### config.mk
export PLATFORM = sky130hd
export DESIGN_NAME = output_packet_streamer_flat
export DESIGN_NICKNAME = d
export VERILOG_FILES = /design/src/rtl/output_packet_streamer_pkg.sv /design/src/rtl/output_packet_streamer_if.sv /design/src/rtl/output_packet_streamer_fifo.sv /design/src/rtl/output_packet_streamer.sv /design/src/flat_wrapper.sv
export SDC_FILE = /design/constraint.sdc
export NUM_CORES = 1
export LEC_CHECK = 0
export CORE_MARGIN = 3
export CORE_UTILIZATION = 45
export CTS_CLUSTER_SIZE = 30
export DETAILED_ROUTE_END_ITERATION = 8
export GPL_ROUTABILITY_DRIVEN = 0
export PLACE_DENSITY = 0.68
export SYNTH_ARGS = -nofsm -noshare
export SYNTH_HDL_FRONTEND = slang
export SYNTH_HIERARCHICAL = 1
export SYNTH_SLANG_ARGS = --single-unit
export TNS_END_PERCENT = 100
### constraint.sdc
create_clock -name clk -period 15.78 [get_ports clk]
set_input_delay 2.367 -clock clk [delete_from_list [all_inputs] [get_ports clk]]
set_output_delay 2.367 -clock clk [all_outputs]
set_load 0.03 [all_outputs]
### src/rtl/output_packet_streamer_pkg.sv
// Shared types and constants for the output packet streamer.
package output_packet_streamer_pkg;

    typedef enum logic [2:0] {
        S_IDLE  = 3'd0,
        S_HDR   = 3'd1,
        S_DATA  = 3'd2,
        S_DRAIN = 3'd3,
        S_DONE  = 3'd4
    } state_t;

    localparam int HDR_WORDS  = 6;
    localparam int BRAM_DEPTH = 512;
    localparam int NUM_BRAMS  = 8;
    localparam int SEL_W      = $clog2(NUM_BRAMS);
    localparam int ADDR_W     = $clog2(BRAM_DEPTH);

    localparam logic [15:0] MAGIC_NOTIFY = 16'hC0DE;
    localparam logic [15:0] MAGIC_DATA   = 16'hDA7A;

endpackage

### src/rtl/output_packet_streamer_if.sv
// AXI-Stream style link from the streamer to the PS.
interface output_packet_streamer_if #(
    parameter int DW = 16
);
    logic [DW-1:0] tdata;
    logic          tvalid;
    logic          tlast;
    logic          tready;

    modport master (output tdata, output tvalid, output tlast, input tready);
    modport slave  (input tdata, input tvalid, input tlast, output tready);
endinterface

### src/rtl/output_packet_streamer_fifo.sv
// Small synchronous FIFO buffering header and payload words ahead of the stream.
module sync_fifo_small #(
    parameter int DW    = 16,
    parameter int DEPTH = 4
) (
    input  logic                     clk,
    input  logic                     rst,
    input  logic                     push,
    input  logic [DW-1:0]            push_data,
    input  logic                     pop,
    output logic [DW-1:0]            head,
    output logic [$clog2(DEPTH):0]   count
);
    localparam int AW = $clog2(DEPTH);

    logic [DW-1:0] mem [DEPTH];
    logic [AW-1:0] wr_ptr;
    logic [AW-1:0] rd_ptr;

    // storage array, written on push; contents are don't-care until counted
    always_ff @(posedge clk) begin
        if (push) begin
            mem[wr_ptr] <= push_data;
        end
    end

    // pointers and occupancy; push and pop in one cycle leave count unchanged
    always_ff @(posedge clk) begin
        if (rst) begin
            wr_ptr <= '0;
            rd_ptr <= '0;
            count  <= '0;
        end else begin
            if (push) wr_ptr <= wr_ptr + 1'b1;
            if (pop)  rd_ptr <= rd_ptr + 1'b1;
            case ({push, pop})
                2'b10:   count <= count + 1'b1;
                2'b01:   count <= count - 1'b1;
                default: count <= count;
            endcase
        end
    end

    assign head = mem[rd_ptr];
endmodule

### src/rtl/output_packet_streamer.sv
// Streams a 6-word header plus an optional multi-BRAM payload to the PS.
//
//   state   | meaning
//   --------+---------------------------------------------------------
//   IDLE    | waiting for send_header
//   HDR     | pushing latched header words 0..5 into the FIFO
//   DATA    | issuing BRAM reads, sel outer loop, addr inner loop
//   DRAIN   | all words queued; waiting for the tlast beat to transfer
//   DONE    | read_done pulse, back to IDLE next cycle
module output_packet_streamer
    import output_packet_streamer_pkg::*;
#(
    parameter int DW         = 16,
    parameter int FIFO_DEPTH = 4
) (
    input  logic              clk,
    input  logic              rst,
    input  logic [15:0]       header_word_0,
    input  logic [15:0]       header_word_1,
    input  logic [15:0]       header_word_2,
    input  logic [15:0]       header_word_3,
    input  logic [15:0]       header_word_4,
    input  logic [15:0]       header_word_5,
    input  logic              send_header,
    input  logic              trigger_read,
    input  logic [SEL_W-1:0]  rd_bram_start,
    input  logic [SEL_W-1:0]  rd_bram_end,
    input  logic [15:0]       rd_addr_count,
    output logic              bram_rd_en,
    output logic [SEL_W-1:0]  bram_rd_sel,
    output logic [ADDR_W-1:0] bram_rd_addr,
    input  logic [DW-1:0]     bram_rd_data,
    output_packet_streamer_if.master m_axis,
    output logic              read_done,
    output logic              busy,
    output logic              cmd_dropped,
    output logic              cfg_err
);
    localparam int CW = $clog2(FIFO_DEPTH) + 1;

    state_t            state;
    logic [15:0]       hdr_q [HDR_WORDS];
    logic [2:0]        hdr_idx;
    logic              payload_q;
    logic [SEL_W-1:0]  cur_sel;
    logic [SEL_W-1:0]  sel_end;
    logic [ADDR_W-1:0] cur_addr;
    logic [ADDR_W-1:0] addr_last;
    logic              in_flight;
    logic [15:0]       beat_cnt;
    logic [15:0]       last_beat;

    logic [CW-1:0]     fifo_count;
    logic [DW-1:0]     fifo_head;
    logic [CW-1:0]     occ;
    logic              hdr_push;
    logic              push;
    logic [DW-1:0]     push_data;
    logic              pop;
    logic              tvalid_int;
    logic              tlast_int;
    logic [15:0]       hdr_word;

    logic [ADDR_W:0]   cnt_clamped;
    logic              range_bad;
    logic              payload_ok;
    logic [SEL_W:0]    nsel;
    logic [15:0]       payload_beats;
    logic [15:0]       start_last_beat;

    // command decode evaluated on the start cycle only
    always_comb begin
        cnt_clamped     = (rd_addr_count > 16'(BRAM_DEPTH)) ? (ADDR_W+1)'(BRAM_DEPTH)
                                                           : rd_addr_count[ADDR_W:0];
        range_bad       = rd_bram_start > rd_bram_end;
        payload_ok      = trigger_read && (cnt_clamped != '0) && !range_bad;
        nsel            = {1'b0, rd_bram_end} - {1'b0, rd_bram_start} + (SEL_W+1)'(1);
        payload_beats   = 16'(nsel) * 16'(cnt_clamped);
        start_last_beat = 16'(HDR_WORDS - 1) + (payload_ok ? payload_beats : 16'd0);
    end

    // header word selected for the next HDR push
    always_comb begin
        hdr_word = '0;
        case (hdr_idx)
            3'd0:    hdr_word = hdr_q[0];
            3'd1:    hdr_word = hdr_q[1];
            3'd2:    hdr_word = hdr_q[2];
            3'd3:    hdr_word = hdr_q[3];
            3'd4:    hdr_word = hdr_q[4];
            3'd5:    hdr_word = hdr_q[5];
            default: hdr_word = '0;
        endcase
    end

    // a read may only issue if its returning word is guaranteed a FIFO slot
    assign occ        = fifo_count + CW'(in_flight);
    assign bram_rd_en = (state == S_DATA) && (occ < CW'(FIFO_DEPTH));
    assign bram_rd_sel  = cur_sel;
    assign bram_rd_addr = cur_addr;

    assign hdr_push  = (state == S_HDR) && (fifo_count < CW'(FIFO_DEPTH));
    assign push      = hdr_push || in_flight;
    assign push_data = in_flight ? bram_rd_data : DW'(hdr_word);

    assign tvalid_int    = (fifo_count != '0);
    assign tlast_int     = tvalid_int && (beat_cnt == last_beat);
    assign pop           = tvalid_int && m_axis.tready;
    assign m_axis.tvalid = tvalid_int;
    assign m_axis.tlast  = tlast_int;
    assign m_axis.tdata  = tvalid_int ? fifo_head : '0;

    sync_fifo_small #(
        .DW    (DW),
        .DEPTH (FIFO_DEPTH)
    ) u_fifo (
        .clk       (clk),
        .rst       (rst),
        .push      (push),
        .push_data (push_data),
        .pop       (pop),
        .head      (fifo_head),
        .count     (fifo_count)
    );

    // packet FSM, read sequencer and status pulses
    always_ff @(posedge clk) begin
        if (rst) begin
            state       <= S_IDLE;
            hdr_idx     <= '0;
            payload_q   <= 1'b0;
            cur_sel     <= '0;
            sel_end     <= '0;
            cur_addr    <= '0;
            addr_last   <= '0;
            in_flight   <= 1'b0;
            beat_cnt    <= '0;
            last_beat   <= '0;
            read_done   <= 1'b0;
            busy        <= 1'b0;
            cmd_dropped <= 1'b0;
            cfg_err     <= 1'b0;
            for (int i = 0; i < HDR_WORDS; i++) hdr_q[i] <= '0;
        end else begin
            read_done   <= 1'b0;
            cfg_err     <= 1'b0;
            cmd_dropped <= send_header && (state != S_IDLE);
            in_flight   <= bram_rd_en;
            if (pop) beat_cnt <= beat_cnt + 16'd1;

            case (state)
                S_IDLE: begin
                    if (send_header) begin
                        hdr_q[0]  <= header_word_0;
                        hdr_q[1]  <= header_word_1;
                        hdr_q[2]  <= header_word_2;
                        hdr_q[3]  <= header_word_3;
                        hdr_q[4]  <= header_word_4;
                        hdr_q[5]  <= header_word_5;
                        payload_q <= payload_ok;
                        cur_sel   <= rd_bram_start;
                        sel_end   <= rd_bram_end;
                        cur_addr  <= '0;
                        addr_last <= ADDR_W'(cnt_clamped - (ADDR_W+1)'(1));
                        last_beat <= start_last_beat;
                        beat_cnt  <= '0;
                        hdr_idx   <= '0;
                        cfg_err   <= range_bad;
                        busy      <= 1'b1;
                        state     <= S_HDR;
                    end
                end
                S_HDR: begin
                    if (hdr_push) begin
                        if (hdr_idx == 3'(HDR_WORDS - 1)) begin
                            state <= payload_q ? S_DATA : S_DRAIN;
                        end else begin
                            hdr_idx <= hdr_idx + 3'd1;
                        end
                    end
                end
                S_DATA: begin
                    if (bram_rd_en) begin
                        if (cur_addr == addr_last) begin
                            cur_addr <= '0;
                            if (cur_sel == sel_end) begin
                                state <= S_DRAIN;
                            end else begin
                                cur_sel <= cur_sel + 1'b1;
                            end
                        end else begin
                            cur_addr <= cur_addr + 1'b1;
                        end
                    end
                end
                S_DRAIN: begin
                    if (pop && tlast_int) begin
                        read_done <= 1'b1;
                        state     <= S_DONE;
                    end
                end
                S_DONE: begin
                    busy  <= 1'b0;
                    state <= S_IDLE;
                end
                default: begin
                    busy  <= 1'b0;
                    state <= S_IDLE;
                end
            endcase
        end
    end
endmodule

### src/flat_wrapper.sv
// flat-port wrapper written by rule: the top's interface ports become plain ports
module output_packet_streamer_flat import output_packet_streamer_pkg::*;
#(
    parameter int DW         = 16,
    parameter int FIFO_DEPTH = 4
)
  (clk, rst, header_word_0, header_word_1, header_word_2, header_word_3, header_word_4, header_word_5, send_header, trigger_read, rd_bram_start, rd_bram_end, rd_addr_count, bram_rd_en, bram_rd_sel, bram_rd_addr, bram_rd_data, read_done, busy, cmd_dropped, cfg_err, m_axis_tdata, m_axis_tvalid, m_axis_tlast, m_axis_tready);
  output_packet_streamer_if #(.DW(DW)) m_axis_i ();
  input  logic clk;
  input  logic rst;
  input  logic [15:0] header_word_0;
  input  logic [15:0] header_word_1;
  input  logic [15:0] header_word_2;
  input  logic [15:0] header_word_3;
  input  logic [15:0] header_word_4;
  input  logic [15:0] header_word_5;
  input  logic send_header;
  input  logic trigger_read;
  input  logic [SEL_W-1:0] rd_bram_start;
  input  logic [SEL_W-1:0] rd_bram_end;
  input  logic [15:0] rd_addr_count;
  output logic bram_rd_en;
  output logic [SEL_W-1:0] bram_rd_sel;
  output logic [ADDR_W-1:0] bram_rd_addr;
  input  logic [DW-1:0] bram_rd_data;
  output logic read_done;
  output logic busy;
  output logic cmd_dropped;
  output logic cfg_err;
  output wire logic [$bits(m_axis_i.tdata)-1:0] m_axis_tdata;
  output wire logic [$bits(m_axis_i.tvalid)-1:0] m_axis_tvalid;
  output wire logic [$bits(m_axis_i.tlast)-1:0] m_axis_tlast;
  input wire logic [$bits(m_axis_i.tready)-1:0] m_axis_tready;
  assign m_axis_tdata = m_axis_i.tdata;
  assign m_axis_tvalid = m_axis_i.tvalid;
  assign m_axis_tlast = m_axis_i.tlast;
  assign m_axis_i.tready = m_axis_tready;
  output_packet_streamer #(.DW(DW), .FIFO_DEPTH(FIFO_DEPTH)) u_core (.clk(clk), .rst(rst), .header_word_0(header_word_0), .header_word_1(header_word_1), .header_word_2(header_word_2), .header_word_3(header_word_3), .header_word_4(header_word_4), .header_word_5(header_word_5), .send_header(send_header), .trigger_read(trigger_read), .rd_bram_start(rd_bram_start), .rd_bram_end(rd_bram_end), .rd_addr_count(rd_addr_count), .bram_rd_en(bram_rd_en), .bram_rd_sel(bram_rd_sel), .bram_rd_addr(bram_rd_addr), .bram_rd_data(bram_rd_data), .m_axis(m_axis_i), .read_done(read_done), .busy(busy), .cmd_dropped(cmd_dropped), .cfg_err(cfg_err));
endmodule
==> Word level (Yosys, flattened, before mapping) <==
Memory sizes are Yosys's and may differ from the RTL's. A register that Yosys moved wholly into a read port is not among the register bits.
Index checks and enable logic that the tools add are counted.
{ "word_totals": {"ff_bits": 75, "ram_bits": 160, "input_bits": 139, "output_inout_bits": 35, "wordCells": 146, "mem_count": 2} }
{ "op_classes": {"addsub": 13, "mul": 1, "order_cmp": 4, "eq_ne": 22, "muxes": 50, "n_bitwise": 10, "n_reduce_logical": 27} }
{ "mem_list": {"columns": ["name", "words", "word_bits", "read_ports", "rd_clocked_by_memory_dff", "write_ports", "line_no", "text"], "rows": [
  ["u_core.hdr_q", 6, 16, 6, 0, 6, "output_packet_streamer.sv:42", "logic [15:0] hdr_q [HDR_WORDS];"],
  ["u_core.u_fifo.mem", 4, 16, 1, 1, 1, "output_packet_streamer_fifo.sv:16", "logic [DW-1:0] mem [DEPTH];"]
]} }
{ "ops": {"columns": ["op", "n"], "rows": [
  ["$mux 16", 11],
  ["$pmux 16 s6", 1],
  ["$mux 3", 14],
  ["$mux 9", 3],
  ["$pmux 3 s2", 3],
  ["$pmux 9 s2", 1],
  ["$add 16x1->16 const B", 1],
  ["$add 3x16->16 const A", 1],
  ["$eq 16x16->1", 1],
  ["$gt 16x10->1 const B", 1],
  ["$mul 4x10->14", 1],
  ["$mux 14", 1],
  ["$ne 2x2->1 const B", 7],
  ["$eq 3x2->1 const B", 4],
  ["$pmux 3 s4", 1],
  ["$mux 1", 11],
  ["$mux 10", 1],
  ["$reduce_bool 10->1", 1],
  ["$add 3x1->3 const B", 3],
  ["$add 9x1->9 const B", 1],
  ["$eq 9x9->1", 1],
  ["$sub 9x1->9 const B", 1],
  ["$logic_and 1x1->1", 8],
  ["$reduce_and 7->1", 1],
  ["28 further kinds", 48]
]} }

==> Longest topological paths before layout <==
{ "logic_depth": {"depth_word": 7, "mapped_depth": 20} }

==> By module <==
Netlist, hierarchy kept.
{ "by_module_without_submodules": {"columns": ["mod", "instances", "cells_per_inst", "area_each_um2"], "rows": [
  ["output_packet_streamer", 1, 944, 9437.8],
  ["sync_fifo_small", 1, 125, 2758.9]
]} }

==> Least setup slack after synthesis <==
OpenSTA, ideal clock, no wires.
{ "synth_timing": {"path_type": "input to register", "from": "in rd_bram_end[1]", "to": "reg u_core.last_beat[11]", "setup_time_ns": 0.091, "arrival_time_ns": 7.198, "required_time_ns": 15.689, "path_slack_ns": 8.491, "path_stages": 19, "path_cell_list": "inv_1 -> ha_1 -> inv_1 -> ha_1 -> inv_1 -> fa_1 -> buf_1 -> or2_2 -> fa_1 -> fa_1 -> inv_1 -> fa_1 -> a211oi_1 -> nor2_1 -> and4bb_2 -> nand2_1 -> or3_4 -> or3_1 -> a311oi_1"} }
{ "synth_via": {"elab_chain_len": 5, "word_cells_on_any_way": 8} }
{ "synth_lines": {"columns": ["element", "line_no", "text"], "rows": [
  ["start: declaration", "flat_wrapper.sv:20", "input logic [SEL_W-1:0] rd_bram_end;"],
  ["$sub 3x3->4 or $gt 3x3->1 (tied branches)", "output_packet_streamer.sv:77, output_packet_streamer.sv:75", null],
  ["$add 4x1->4 or $logic_not 1->1 (tied branches)", "output_packet_streamer.sv:77, output_packet_streamer.sv:76", null],
  ["$mul 4x10->14 or $logic_and 1x1->1 (tied branches)", "output_packet_streamer.sv:78, output_packet_streamer.sv:76", null],
  ["$mux 14 (*)", "output_packet_streamer.sv:79", "start_last_beat = 16'(HDR_WORDS - 1) + (payload_ok ? payload_beats : 16'd0);"],
  ["$add 3x16->16 (*)", "output_packet_streamer.sv:79", null],
  ["end signal: assignment", "output_packet_streamer.sv:165", "last_beat <= start_last_beat;"],
  ["end: declaration", "output_packet_streamer.sv:51", "logic [15:0] last_beat;"]
]} }
Mark *: on every way between the ends. The rest lies on a longest branch, timed or not.
A chain may end at the register's enable or synchronous reset.

==> Worst setup path in the final report <==
{ "layout_timing": {"from": "in rd_addr_count[3]", "to": "reg u_core.last_beat[11]"} }
{ "layout_via": {"elab_chain_len": 7, "word_cells_on_any_way": 8} }
{ "layout_lines": {"columns": ["element", "line_no", "text"], "rows": [
  ["start: declaration", "flat_wrapper.sv:21", "input logic [15:0] rd_addr_count;"],
  ["$gt 16x10->1", "output_packet_streamer.sv:73", "cnt_clamped = (rd_addr_count > 16'(BRAM_DEPTH)) ? (ADDR_W+1)'(BRAM_DEPTH)"],
  ["$mux 10 (*)", "output_packet_streamer.sv:73", null],
  ["branches (longest 3 deep; another with $mul 4x10->14)", null, null],
  ["$mux 14 (*)", "output_packet_streamer.sv:79", null],
  ["$add 3x16->16 (*)", "output_packet_streamer.sv:79", null]
]} }
Mark *: on every way between the ends.

==> results by group <==
Synthesis
  • Post-synth top area share: approximately two fifths
  • Post-Synth Adder-Cell Area: under 10%
  • Net count after synthesis: about 1300
  • Synthesized area: 0.0122 mm2
  • Sequential area share after synthesis: between 50% and 60%
  • Syn Inst Count: 1069
  • Synth Area in Compound Gates: around 9.6%
  • Synthesized flop and latch total: roughly 240
  • Syn Area/Cell: roughly 11 um2
  • Ys async rst share: 0%
  • Most instantiated cells after synthesis: edfxtp_1, and2_1, nor2_1
  • Largest family of logic cells by synthesized area: simple AND/OR/NAND/NOR gates
  • Top area cells in the synthesized netlist: edfxtp_1, dfxtp_1, and2_1, ha_1, fa_1
  • Ys flop type: edfxtp_1
  • EDFF count, synth: 160
  • XOR/XNOR Fraction of Synth Area: ~5.0%
  • Simple-gate area share of the yosys netlist: between 10% and 20%
  • Mux contribution to synthesized area: 5.51%
  • Yosys top cell by area: edfxtp_1
  • Top-count cell post-synth: edfxtp_1
  • Library cells used by synthesis: 71
  • Yosys warnings: 6

Drt
  • Post-DRT Antenna Nets: 0
  • Post-Route WL: 28800 um
  • DR iter-0 viols: about 810
  • Vias: 8574
  • Drt drc: 0
  • WL/cell: 18.2 um
  • Via density: 5.43
  • Drt first pass iters: 5

Worst setup path
  • R2r endpoint: u_core/hdr_q[3][0]
  • Crit-path max FO: 18
  • Critical path class: in -> reg
  • Flop-to-flop setup slack: ~13000 ps
  • Worst reg-to-reg path cell count: 6
  • Crit. End Element: register
  • R2R Path Start: u_core/state[0]
  • Critical Path RT: between 15000 and 20000 ps
  • Setup crit start kind: input port
  • Critical Path AT: between 8000 and 9000 ps

Die
  • Die height: approximately 170 um
  • Ports: 174
  • Row count: between 50 and 60
  • Initial core utilization: between 40% and 50%
  • Die width: about 170 um
  • DIE AREA: between 0.02 and 0.03 mm2
  • Core area: 0.0264 mm2

GRT
  • First-pass GRT wire length: 44800 um
  • Initial antenna violation count: 2
  • Largest net degree at the start of global routing: 97
  • Overflow after GRT: 0
  • Vias in the first global route: 8315
  • Gr usage total: between 10% and 20%

CTS
  • # resized after CTS: 0
  • Clock Latency Late Sink: 530 ps
  • TritonCTS clock tree: built
  • CTS sink count: 236
  • Post-CTS setup buffers: 0
  • Root buffer cell: clkbuf_16
  • Clock Path Buffers: 3
  • Reg clk slew, reported paths: roughly 60 ps
  • Htree depth: 1
  • Num CTS Buffers: 25
  • Number of hold buffers added after CTS: 0

Timing
  • Worst Max-Slew Pin Slew: between 1000 and 1500 ps
  • Crit share post-route: 51.1%
  • Setup WS post-layout: a little under 8000 ps
  • Layout Skew: ~11 ps
  • Final hold violation count: 0
  • Max-Slew Margin vs Limit: 30.7%
  • Sum Neg Setup Slack: 0 ps
  • RSZ-0062 raised after global routing: no
  • FMAX: between 100 and 150 MHz
  • Max-slew violation count: 0
  • Final min period: 8060 ps
  • Final setup fails: 0

Power
  • Peak VDD IR: ~0.000078 V
  • Clock share of power: slightly below 30%
  • Reg power frac: between 40 and 50%
  • Cell-internal power: about 1.4 mW
  • Final Power: 2.08 mW
  • Switch share: a little under a third
  • Comb power frac: 28.7%
  • Psw: 646 uW
  • Lkg Pwr: 5.70 nW
  • PD cells: ~140 mW/mm2

Layout
  • Post-layout nets: about 1400
  • Final Cell Area: between 0.015 and 0.02 mm2
  • Layout area overhead: 23.3%
  • Layout cell share with drive strength beyond 1: 7.82%

Hold path
  • Cells on Worst Hold Path: 2
  • Hold_sp: u_core/addr_last[4]
  • HP Class: reg -> reg
  • Hold EP: u_core/addr_last[4]

Status
  • Status: finished clean

Placement
  • Dpl hpwl: slightly above 20000 um
  • Dpl ws: 7270 ps
  • Area post-placement: around 0.014 mm2
  • Port buffer count: between 150 and 200

Run
  • Max Cap Viol: 0
==> state kept, by name, summed over array words and instances, names as in the netlist, 3 cells and up, named ones only <==
register	flops
u_core/u_fifo/mem	64
u_core/beat_cnt	16
u_core/u_fifo/count	3
u_core/state	3
u_core/sel_end	3
u_core/hdr_idx	3
u_core/last_beat	15
u_core/addr_last	9
u_core/bram_rd_sel	3
u_core/bram_rd_addr	9
u_core/hdr_q	96
==> per-layer routing <==
layer | share of wire [%] | up-vias | global-route usage (%) | wire (um)
met5 | 0 | - | 0 | 0
met4 | 1.9 | 0 | 5.08 | 554
met3 | 5.7 | 33 | 2.59 | 1650
met2 | 49 | 237 | 31.8 | 14000
met1 | 44 | 4122 | 27.4 | 12600
li1 | - | 4182 | - | -
==> layout by cell type (no fill, tap or decap), types with 6 or more instances in the layout <==
| cell | n |
|---|---|
| buf_4 | 7 |
| nor3_1 | 10 |
| a211oi_1 | 10 |
| xor2_1 | 38 |
| clkbuf_16 | 25 |
| nor2b_1 | 23 |
| and2_1 | 104 |
| nand2_1 | 59 |
| clkdlybuf4s50_1 | 172 |
| mux2_2 | 20 |
| edfxtp_1 | 160 |
| nand4_1 | 8 |
| a222oi_1 | 24 |
| or3_1 | 11 |
| mux4_1 | 6 |
| and3_1 | 14 |
| mux4_2 | 10 |
| nand3_1 | 34 |
| a311oi_1 | 8 |
| o21ai_0 | 32 |
| ha_1 | 40 |
| nor4_1 | 9 |
| dfxtp_1 | 76 |
| xnor2_1 | 31 |
| inv_1 | 56 |
| nor2_1 | 89 |
| fa_1 | 18 |
| o21ai_1 | 6 |
| a21oi_1 | 29 |
==> power groups by stage <==
stage / clock network, mW / logic (mW) / registers [mW]
after floorplan: 0 / 0.400 / 0.871
after global placement: 0 / 0.587 / 0.885
after detailed placement: 0 / 0.598 / 0.891
after CTS: 0.619 / 0.601 / 0.879
after global routing: 0.644 / 0.650 / 0.891
final: 0.604 / 0.597 / 0.878
==> worst max-delay path, stage by stage <==
cell and delay, ps:
clkdlybuf4s50_1 540, or4_4 610, nor4_4 180, nand2_1 100, a21oi_2 530, nand2_1 200, or2_2 320, fa_1 480
fa_1 540, inv_1 70, fa_1 460, a211oi_1 480, nor2_1 160, o211ai_1 350, nand2_1 90, or3_4 400
or3_1 330, a311oi_1 270
==> how the worst max path moves through the flow <==
stage | startpoint | to | slack [ps] | cells after the start
CTS | rd_addr_count[3] | u_core/last_beat[11] | 7810 | 18
floorplan | rd_bram_end[1] | u_core/last_beat[11] | 8490 | 19
finish | rd_addr_count[3] | u_core/last_beat[11] | 7720 | 18
detailed placement | rd_addr_count[3] | u_core/last_beat[11] | 7270 | 18
global placement | rd_addr_count[3] | u_core/last_beat[11] | 7470 | 18
global route | rd_addr_count[3] | u_core/last_beat[12] | 7270 | 18
==> stage by stage <==
stage | hold WS, ps | utilization [%] | instances
2_1_floorplan | 438 | - | 1069
3_3_place_gp | 455 | 53.8 | 1530
3_5_place_dp | 461 | 53.8 | 1530
4_1_cts | 468 | 57.0 | 1576
5_1_grt | 485 | 57.1 | 1577
6_report | 463 | 57.1 | 1579
==> layout make-up <==
cell class	instances	area, um2
Clock buffer	30	654
Tap cell	335	419
Inverter	58	220
Multi-Input combinational cell	721	5440
Timing Repair Buffer	180	1780
Antenna cell	3	7.51
Fill cell	2244	11300
Clock inverter	16	198
Sequential cell	236	6330
==> kinds of logic after synthesis <==
kind of cell | count (synthesis)
AND/OR/NAND/NOR | 393
adder cells (fa/ha/maj) | 58
XOR/XNOR | 69
flip-flops | 236
AO/OA/AOI/OAI | 159
multiplexers | 42
buffers and inverters | 112
Power figures use the tool's default switching activity.
